===== src/rtl/fx2_cmd_parser.sv =====
// fx2_cmd_parser
//   Decodes host command frames from the FX2 OUT-FIFO byte stream.
//   Frame: 0xAA sync, type byte, payload.
//     type 0x01 -> 2 payload bytes (target, action)  -> cmd_stb
//     type 0x05 -> 6 payload bytes (addr LE, data LE) -> reg_wr
//   Bad type bytes and frames stalled for TIMEOUT idle cycles are dropped
//   and counted in a saturating error counter.
//
// Ports
//   clk, reset        clock, synchronous active-high reset
//   in_data/in_valid  byte stream from the FIFO reader
//   in_ready          byte accepted when in_valid && in_ready (low in EMIT)
//   reg_addr/reg_data register write fields, held between strobes
//   reg_wr            one-cycle register write strobe
//   cmd_target/action action fields, held between strobes
//   cmd_stb           one-cycle action strobe
//   frame_err         one-cycle pulse per dropped frame
//   err_count         dropped-frame count, saturates at 0xFF
//
// state   | meaning
// --------+-----------------------------------------------
// HUNT    | discard bytes until 0xAA
// TYPE    | sync seen, waiting for type byte
// PAYLOAD | collecting payload bytes into assembly register
// EMIT    | one-cycle strobe, input held off

module fx2_cmd_parser #(
  parameter int TIMEOUT = 1024
) (
  input  logic        clk,
  input  logic        reset,
  input  logic [7:0]  in_data,
  input  logic        in_valid,
  output logic        in_ready,
  output logic [15:0] reg_addr,
  output logic [31:0] reg_data,
  output logic        reg_wr,
  output logic [7:0]  cmd_target,
  output logic [7:0]  cmd_action,
  output logic        cmd_stb,
  output logic        frame_err,
  output logic [7:0]  err_count
);

  localparam int CW = $clog2(TIMEOUT);
  localparam logic [CW-1:0] IDLE_LOAD = CW'(TIMEOUT - 1);

  typedef enum logic [1:0] {
    S_HUNT,
    S_TYPE,
    S_PAYLOAD,
    S_EMIT
  } state_t;

  state_t        r_state;
  state_t        w_state_next;

  logic [CW-1:0] r_idle_cnt;
  logic [2:0]    r_remaining;
  logic [2:0]    r_idx;
  logic          r_is_reg;
  logic [47:0]   r_asm;
  logic [15:0]   r_reg_addr;
  logic [31:0]   r_reg_data;
  logic [7:0]    r_cmd_target;
  logic [7:0]    r_cmd_action;
  logic          r_frame_err;
  logic [7:0]    r_err_count;

  logic          w_in_ready;
  logic          w_xfer;
  logic          w_idle_tc;
  logic          w_err;
  logic          w_reg_wr;
  logic          w_cmd_stb;
  logic [47:0]   w_asm_full;

  // Idle timer counts down from TIMEOUT-1; reaching zero on an idle cycle
  // means this is the TIMEOUT-th consecutive idle cycle.
  assign w_idle_tc = (r_idle_cnt == '0);

  always_ff @(posedge clk) begin
    if (reset) begin
      r_state <= S_HUNT;
    end else begin
      r_state <= w_state_next;
    end
  end

  always_comb begin
    w_state_next = r_state;
    w_in_ready   = 1'b1;
    w_reg_wr     = 1'b0;
    w_cmd_stb    = 1'b0;
    w_err        = 1'b0;
    if (r_state == S_EMIT) begin
      w_in_ready = 1'b0;
    end
    w_xfer = in_valid && w_in_ready;

    case (r_state)
      S_HUNT: begin
        if (w_xfer && in_data == 8'hAA) begin
          w_state_next = S_TYPE;
        end
      end
      S_TYPE: begin
        if (w_xfer) begin
          case (in_data)
            8'h01, 8'h05: w_state_next = S_PAYLOAD;
            8'hAA:        w_state_next = S_TYPE;
            default: begin
              w_err        = 1'b1;
              w_state_next = S_HUNT;
            end
          endcase
        end else if (w_idle_tc) begin
          w_err        = 1'b1;
          w_state_next = S_HUNT;
        end
      end
      S_PAYLOAD: begin
        if (w_xfer) begin
          if (r_remaining == 3'd1) begin
            w_state_next = S_EMIT;
          end
        end else if (w_idle_tc) begin
          w_err        = 1'b1;
          w_state_next = S_HUNT;
        end
      end
      S_EMIT: begin
        if (r_is_reg) begin
          w_reg_wr = 1'b1;
        end else begin
          w_cmd_stb = 1'b1;
        end
        w_state_next = S_HUNT;
      end
      default: w_state_next = S_HUNT;
    endcase
  end

  // Assembly register with the incoming byte already merged, so the output
  // fields can be loaded on the same edge that accepts the last byte.
  always_comb begin
    w_asm_full = r_asm;
    w_asm_full[{r_idx, 3'b000} +: 8] = in_data;
  end

  always_ff @(posedge clk) begin
    if (reset) begin
      r_idle_cnt   <= '0;
      r_remaining  <= '0;
      r_idx        <= '0;
      r_is_reg     <= 1'b0;
      r_asm        <= '0;
      r_reg_addr   <= '0;
      r_reg_data   <= '0;
      r_cmd_target <= '0;
      r_cmd_action <= '0;
      r_frame_err  <= 1'b0;
      r_err_count  <= '0;
    end else begin
      r_frame_err <= w_err;
      if (w_err && r_err_count != 8'hFF) begin
        r_err_count <= r_err_count + 8'd1;
      end

      case (r_state)
        S_HUNT: begin
          if (w_xfer && in_data == 8'hAA) begin
            r_idle_cnt <= IDLE_LOAD;
          end
        end
        S_TYPE: begin
          if (w_xfer) begin
            r_idle_cnt <= IDLE_LOAD;
            r_idx      <= '0;
            if (in_data == 8'h01) begin
              r_remaining <= 3'd2;
              r_is_reg    <= 1'b0;
            end else if (in_data == 8'h05) begin
              r_remaining <= 3'd6;
              r_is_reg    <= 1'b1;
            end
          end else if (!w_idle_tc) begin
            r_idle_cnt <= r_idle_cnt - 1'b1;
          end
        end
        S_PAYLOAD: begin
          if (w_xfer) begin
            r_idle_cnt  <= IDLE_LOAD;
            r_asm       <= w_asm_full;
            r_idx       <= r_idx + 3'd1;
            r_remaining <= r_remaining - 3'd1;
            if (r_remaining == 3'd1) begin
              if (r_is_reg) begin
                r_reg_addr <= w_asm_full[15:0];
                r_reg_data <= w_asm_full[47:16];
              end else begin
                r_cmd_target <= w_asm_full[7:0];
                r_cmd_action <= w_asm_full[15:8];
              end
            end
          end else if (!w_idle_tc) begin
            r_idle_cnt <= r_idle_cnt - 1'b1;
          end
        end
        default: ;
      endcase
    end
  end

  assign in_ready   = w_in_ready;
  assign reg_wr     = w_reg_wr;
  assign cmd_stb    = w_cmd_stb;
  assign reg_addr   = r_reg_addr;
  assign reg_data   = r_reg_data;
  assign cmd_target = r_cmd_target;
  assign cmd_action = r_cmd_action;
  assign frame_err  = r_frame_err;
  assign err_count  = r_err_count;

endmodule


===== config.mk =====
export PLATFORM = sky130hd
export DESIGN_NAME = fx2_cmd_parser
export DESIGN_NICKNAME = d
export VERILOG_FILES = /design/src/rtl/fx2_cmd_parser.sv
export SDC_FILE = /design/constraint.sdc
export NUM_CORES = 1
export LEC_CHECK = 0
export BUFFER_PORTS_ARGS = -buffer_cell sky130_fd_sc_hd__buf_2
export CORE_UTILIZATION = 57
export DETAILED_ROUTE_END_ITERATION = 16
export PLACE_DENSITY = 0.79
export SYNTH_ARGS = -nofsm -noshare
export SYNTH_HDL_FRONTEND = slang
export SYNTH_SLANG_ARGS = --single-unit

===== constraint.sdc =====
create_clock -name clk -period 2.7 [get_ports clk]
set_input_delay 0 -clock clk [delete_from_list [all_inputs] [get_ports clk]]
set_output_delay 0 -clock clk [all_outputs]
set_load 0.01 [all_outputs]

# Yosys cells after proc, flatten, opt, wreduce, memory -nomap -nowiden
# Cells that the tools add are included.
dict set report classes {
  n_addsub 5
  n_mul 0
  n_div 0
  n_lt_le_gt_ge 0
  n_eq_ne 14
  n_shift 2
  muxes 32
  n_bitwise 1
  reduce_logical 19
}
# cell n
set ops {}
lappend ops {{48-bit bitwise mux} 1}
lappend ops {{8-bit by 8-bit variable shift with 48-bit output (first input constant)} 1}
lappend ops {{8-bit by 8-bit variable part select with 48-bit output} 1}
lappend ops {{10-bit 2-to-1 mux} 3}
lappend ops {{10-bit one-hot mux with 2 select lines} 1}
lappend ops {{3-bit 2-to-1 mux} 6}
lappend ops {{3-bit one-hot mux with 2 select lines} 2}
lappend ops {{4-bit AND reduction} 3}
lappend ops {{1-bit 2-to-1 mux} 11}
lappend ops {{10-bit zero test} 1}
lappend ops {{2-bit 2-to-1 mux} 5}
lappend ops {{10-bit by 1-bit subtractor with 10-bit output (second input constant)} 1}
lappend ops {{3-bit inequality test (second input constant)} 3}
lappend ops {{3-bit AND reduction} 3}
lappend ops {{8-bit by 1-bit adder with 8-bit output (second input constant)} 1}
lappend ops {{8-bit by 1-bit == test with 1-bit output (second input constant)} 1}
lappend ops {{8-bit by 3-bit == test with 1-bit output (second input constant)} 1}
lappend ops {{8-bit == test (second input constant)} 1}
lappend ops {{8-bit inequality test (second input constant)} 1}
lappend ops {{6-bit negation with 8-bit output} 1}
lappend ops {{2-bit one-hot mux with 4 select lines} 1}
lappend ops {{2-bit inequality test (second input constant)} 3}
lappend ops {{2-bit nonzero test} 3}
lappend ops {{2-bit == test (second input constant)} 2}
lappend ops {{12 further kinds} 16}
dict set report totals {
  ff_bits 140
  latchBits 0
  ram_bits 0
  romBits 0
  in_bits 11
  output_inout_bits 76
  wordCells 85
  mem_count 0
}

# Depth between registers and ports, before layout
dict set report logic_depth {
  depth_word 6
  ltp_mapped 12
  mapped_depth_nobuf 9
}

# Worst setup path after synthesis
# No wires, ideal clock.
dict set report synth_timing {
  kind {flip-flop to flip-flop}
  from {register r_idx[0]}
  to {register r_asm[16]}
  arrival_time_ns 2.360
  setup_slack_ns 0.213
  stages_incl_launch_ff 13
  path_buffers 3
  period_less_slack_ns 2.487
  path_cell_list {dfxtp_1 > buf_4 > inv_1 > ha_1 > ha_1 > nor2b_1 > o21ai_1 > nor3b_1 > buf_2 > and2_1 > buf_4 > mux2i_1 > nor2_1}
}
dict set report synth_via {
  elab_chain_len 3
}
# element line
set synth_lines {}
lappend synth_lines {{start, declared} 60} ;# logic [2:0] r_idx;
lappend synth_lines {{start signal, assigned} 195} ;# r_idx <= r_idx + 3'd1;
lappend synth_lines {{6-bit negation with 8-bit output *} 148} ;# w_asm_full[{r_idx, 3'b000} +: 8] = in_data;
lappend synth_lines {{8-bit by 8-bit variable part select with 48-bit output / 8-bit by 8-bit variable shift with 48-bit output (equally long branches)} 148}
lappend synth_lines {{48-bit bitwise mux *} 148}
lappend synth_lines {{end signal, assigned} 194} ;# r_asm <= w_asm_full;
lappend synth_lines {{end, declared} 62} ;# logic [47:0] r_asm;
# Mark *: on every way between the ends. The rest lies on a longest branch, timed or not.
# A chain may end at the register's enable or synchronous reset.

# Worst setup path in the final report
dict set report layout_timing {
  from {register r_idx[1]}
  to {register r_reg_data[16], in the netlist reg_data[16]}
}
dict set report layout_via {
  elab_chain_len 3
}
# element line
set layout_lines {}
lappend layout_lines {{6-bit negation with 8-bit output *} 148}
lappend layout_lines {{8-bit by 8-bit variable part select with 48-bit output / 8-bit by 8-bit variable shift with 48-bit output (equally long branches)} 148}
lappend layout_lines {{48-bit bitwise mux *} 148}
lappend layout_lines {{end signal, assigned} 200} ;# r_reg_data <= w_asm_full[47:16];
lappend layout_lines {{end, declared} 64} ;# logic [31:0] r_reg_data;
# Marks and branches as above.

==> results by stage <==
STA:
- The number of pins with negative max-slew slack in the final report was 0.
- The sum of negative setup slack is 0 ns.
- The worst-margin pin slew is 0.786 ns.
- Derived from the worst setup path, the maximum achievable clock frequency is 402 MHz.
- Setup repair after global routing left no endpoint under its margin.
- Final hold analysis gives a worst-case slack of slightly below 0.03 ns.
- The number of hold violations in the final report is 0.
- In this run the tightest slew margin relative to its limit is around 48%.
- The worst clock skew is 0.00511 ns.
- The worst path uses roughly 90% of the clock period.
- The post-route minimum period is roughly 2.5 ns.
- Setup violations remaining at the end of the flow were counted as 0.

Clock network:
- TritonCTS built the clock tree.
- The clock passes through at most 2 buffers.
- The root cell of the clock tree is clkbuf_8.
- TritonCTS created 17 clock buffers.
- The deepest level of the CTS H-tree is 4.
- After clock tree synthesis, the clock-pin slew on the worst setup and hold paths is 0.06 ns.
- The clock net in this run drives a total of 140 sinks.
- Clock latency on the worst-skew pair, taken at its later pin, is 0.53 ns.

Placement:
- After detailed placement, the design holds a cell count of 850.
- The wire-length estimate of the detail-placed layout is 9150 um.
- The count of buffers from port buffering is 86.
- Routability-driven placement finished with a final weighted congestion of 0.791.

Synthesis:
- The proportion of netlist area held by the largest area contributor is a little under half.
- The synthesized net count is 693.
- Counting distinct cell types in the post-synthesis netlist gives 58.
- Averaged over all synthesized cells, the footprint is about 9.2 um^2.
- Yosys mapped a number of flops with a built-in enable equal to 0.
- Synthesis inferred 140 register bits.
- The mapped netlist covers 0.00619 mm^2.
- The largest total area in the synthesized netlist belongs to dfxtp_1.
- The synthesized netlist cell count is 669.
- The sequential share of the synthesized area is 45.3%.
- After synthesis, the cell types taking the most area are dfxtp_1, mux2i_1, a211oi_1.
- In the synthesized netlist the async set-or-reset flop fraction comes to 0%.
- The total number of yosys warnings is 0.
- The dominant register cell in the synthesized netlist is dfxtp_1.

Power:
- The highest ir drop seen on vdd is ~0.40 mV.
- For this design the ratio of total power to cell area is 770 mW/mm^2.
- In this run the static leakage power is around 0.0028 uW.

Final layout:
- r_asm holds more flip-flops than any other register.
- The most common cell after layout, fill and taps aside is dfxtp_1.
- The layout cell share with drive strength beyond 1 is about a fifth.
- The number of flip-flops in the largest register is 48.
- The number of nets in the final layout is 766.
- The antenna diode count is 0.
- Leaving out fill and tap cells, the most frequent cells in the layout are dfxtp_1, nor2_1, buf_2.
- Excluding fillers, the count of instances in the completed layout stands at about 900.
- The layout overhead on the synthesized area is 18.6%.

Global routing:
- The first global-routing pass estimated 23500 um of wire.
- Entering global routing, the biggest net connects 77 pins.
- The overall global routing resource usage is a little over a quarter.
- The number of global-route vias before repair is around 4900.
- After global routing the overflow that remains totals 0.
- The number of antenna violations at the first check in global routing is 0.

Route:
- After detailed routing, the average wire length per cell comes to 16.3 um.
- The iteration-0 DRC count of the detailed router is roughly 360.
- The via-per-instance ratio is between 5 and 6.
- The routed layout has between 5000 and 6000 vias.
- Before antenna repair, the detailed router went through 5 iterations.
- After detailed routing, the total wire length is ~14000 um.
- The detail route stage leaves a number of antenna-violating nets equal to 0.
- The number of remaining DRC errors is 0.

Die:
- From left edge to right edge, the die measures ~110 um.
- The number of placed I/O pins is between 80 and 90.
- For this configuration, the core starts out at a cell density of a little under 60%.
- From bottom edge to top edge, the die measures between 100 and 150 um.
- The area of the core is between 0.01 and 0.015 mm^2.
- The floorplan has 37 rows.
- The die footprint is about 0.011 mm^2.

Min path:
- The class of the most critical hold timing path is input port to register.

Worst setup path:
- The data required time at the worst endpoint is a little over 3 ns.
- The worst setup path is captured at a register.
- At the worst endpoint, the arrival time is approximately 2.9 ns.
- The critical path is of the register to register type.
- Of all nets on the critical path, the largest fanout is 8.
- STA classifies the critical path startpoint as a register.

Flow run:
- The tool flagged a number of max-cap violations equal to 0.

Status:
- The flow ran to the end, and the final reports show no timing, DRC or antenna violations.
-- kinds of logic after synthesis --
family | after synthesis | share of synthesized area (%)
and+or+nand+nor | 222 | 17.3
DFF | 140 | 45.3
AOI/OAI and AO/OA | 139 | 15.5
muxes | 76 | 12.3
buffers and inverters | 68 | 5.34
adders and majority gates | 13 | 2.63
xor gates and xnor gates | 11 | 1.56
-- worst paths after layout --
| path | start | to | slack (ns) | depth (start not counted) |
|---|---|---|---|---|
| setup / recovery | r_idx[1]$_SDFFE_PP0P_ | reg_data[16]$_SDFFE_PP0P_ | 0.21 | 8 |
| setup reg to reg | r_idx[1]$_SDFFE_PP0P_ | reg_data[16]$_SDFFE_PP0P_ | 0.21 | 8 |
| hold reg to reg | r_asm[43]$_SDFFE_PP0P_ | r_asm[43]$_SDFFE_PP0P_ | 0.46 | 2 |
| hold / removal | reset | err_count[7]$_SDFFE_PP0P_ | 0.03 | 2 |
-- critical path, stage by stage (launching register included) --
cell,delay [ns]
dfxtp_1,0.40
inv_1,0.07
ha_1,0.20
ha_1,0.33
nor2b_1,0.23
o21ai_1,0.23
nor3_4,0.46
mux2i_1,0.31
a211oi_1,0.10
-- area by class of cell --
class | instances | area (um^2)
Timing Repair Buffer | 108 | 643
Clock inverter | 7 | 140
Tap cell | 136 | 170
Multi-Input combinational cell | 461 | 3080
Inverter | 14 | 52.6
Clock buffer | 23 | 447
Sequential cell | 140 | 2800
Fill cell | 808 | 3080
-- metrics by stage --
step,setup WS [ns],instance area [um^2],util [%],total power (uW)
global placement,0.301,6650,63.9,3250
detailed placement,0.0399,6650,63.9,3310
CTS,0.0183,7320,70.3,5640
finish,0.214,7340,70.4,5650
floorplan,0.213,6190,-,3100
global route,0.0566,7340,70.4,5870
-- cell usage after synthesis (3+ instances only) --
cell type  instances
a311oi_1           3
a21oi_1           41
a211oi_1          65
buf_4              3
nand4_1            3
nand2b_1           3
o21ai_1            3
nor3_1             6
xor2_1             7
nand3_1           24
nor2b_1            6
xnor2_1            4
dfxtp_1          140
nor2_1           117
ha_1              13
inv_1             13
buf_2             14
mux2i_1           74
clkbuf_1          33
a2111oi_2          3
nand2_1           36
o21ai_0           11
nand4b_1           3
-- layer usage --
metal,wire length (um),part of all wire (%),GRT usage (%)
met4,333,2.3,11.1
met3,773,5.3,5.40
met5,0,0,0
met1,6320,44,32.8
met2,7060,49,44.2
-- timing repair --
action                                 4_1_cts  5_1_grt
hold buffers                                 8        0
endpoints found under the hold margin       51        0
buffers inserted                             0        1
resized for setup                            0        4
setup endpoints to repair                    0       22
-- report_power, final --
| part | internal (uW) | switching, uW | leakage (uW) |
|---|---|---|---|
| clock network | 1510 | 826 | 0.000278 |
| registers | 2160 | 93.3 | 0.00113 |
| logic | 420 | 630 | 0.00135 |
| total | 4100 | 1550 | 0.00276 |
No activity file was read; power rests on OpenSTA's default activity.
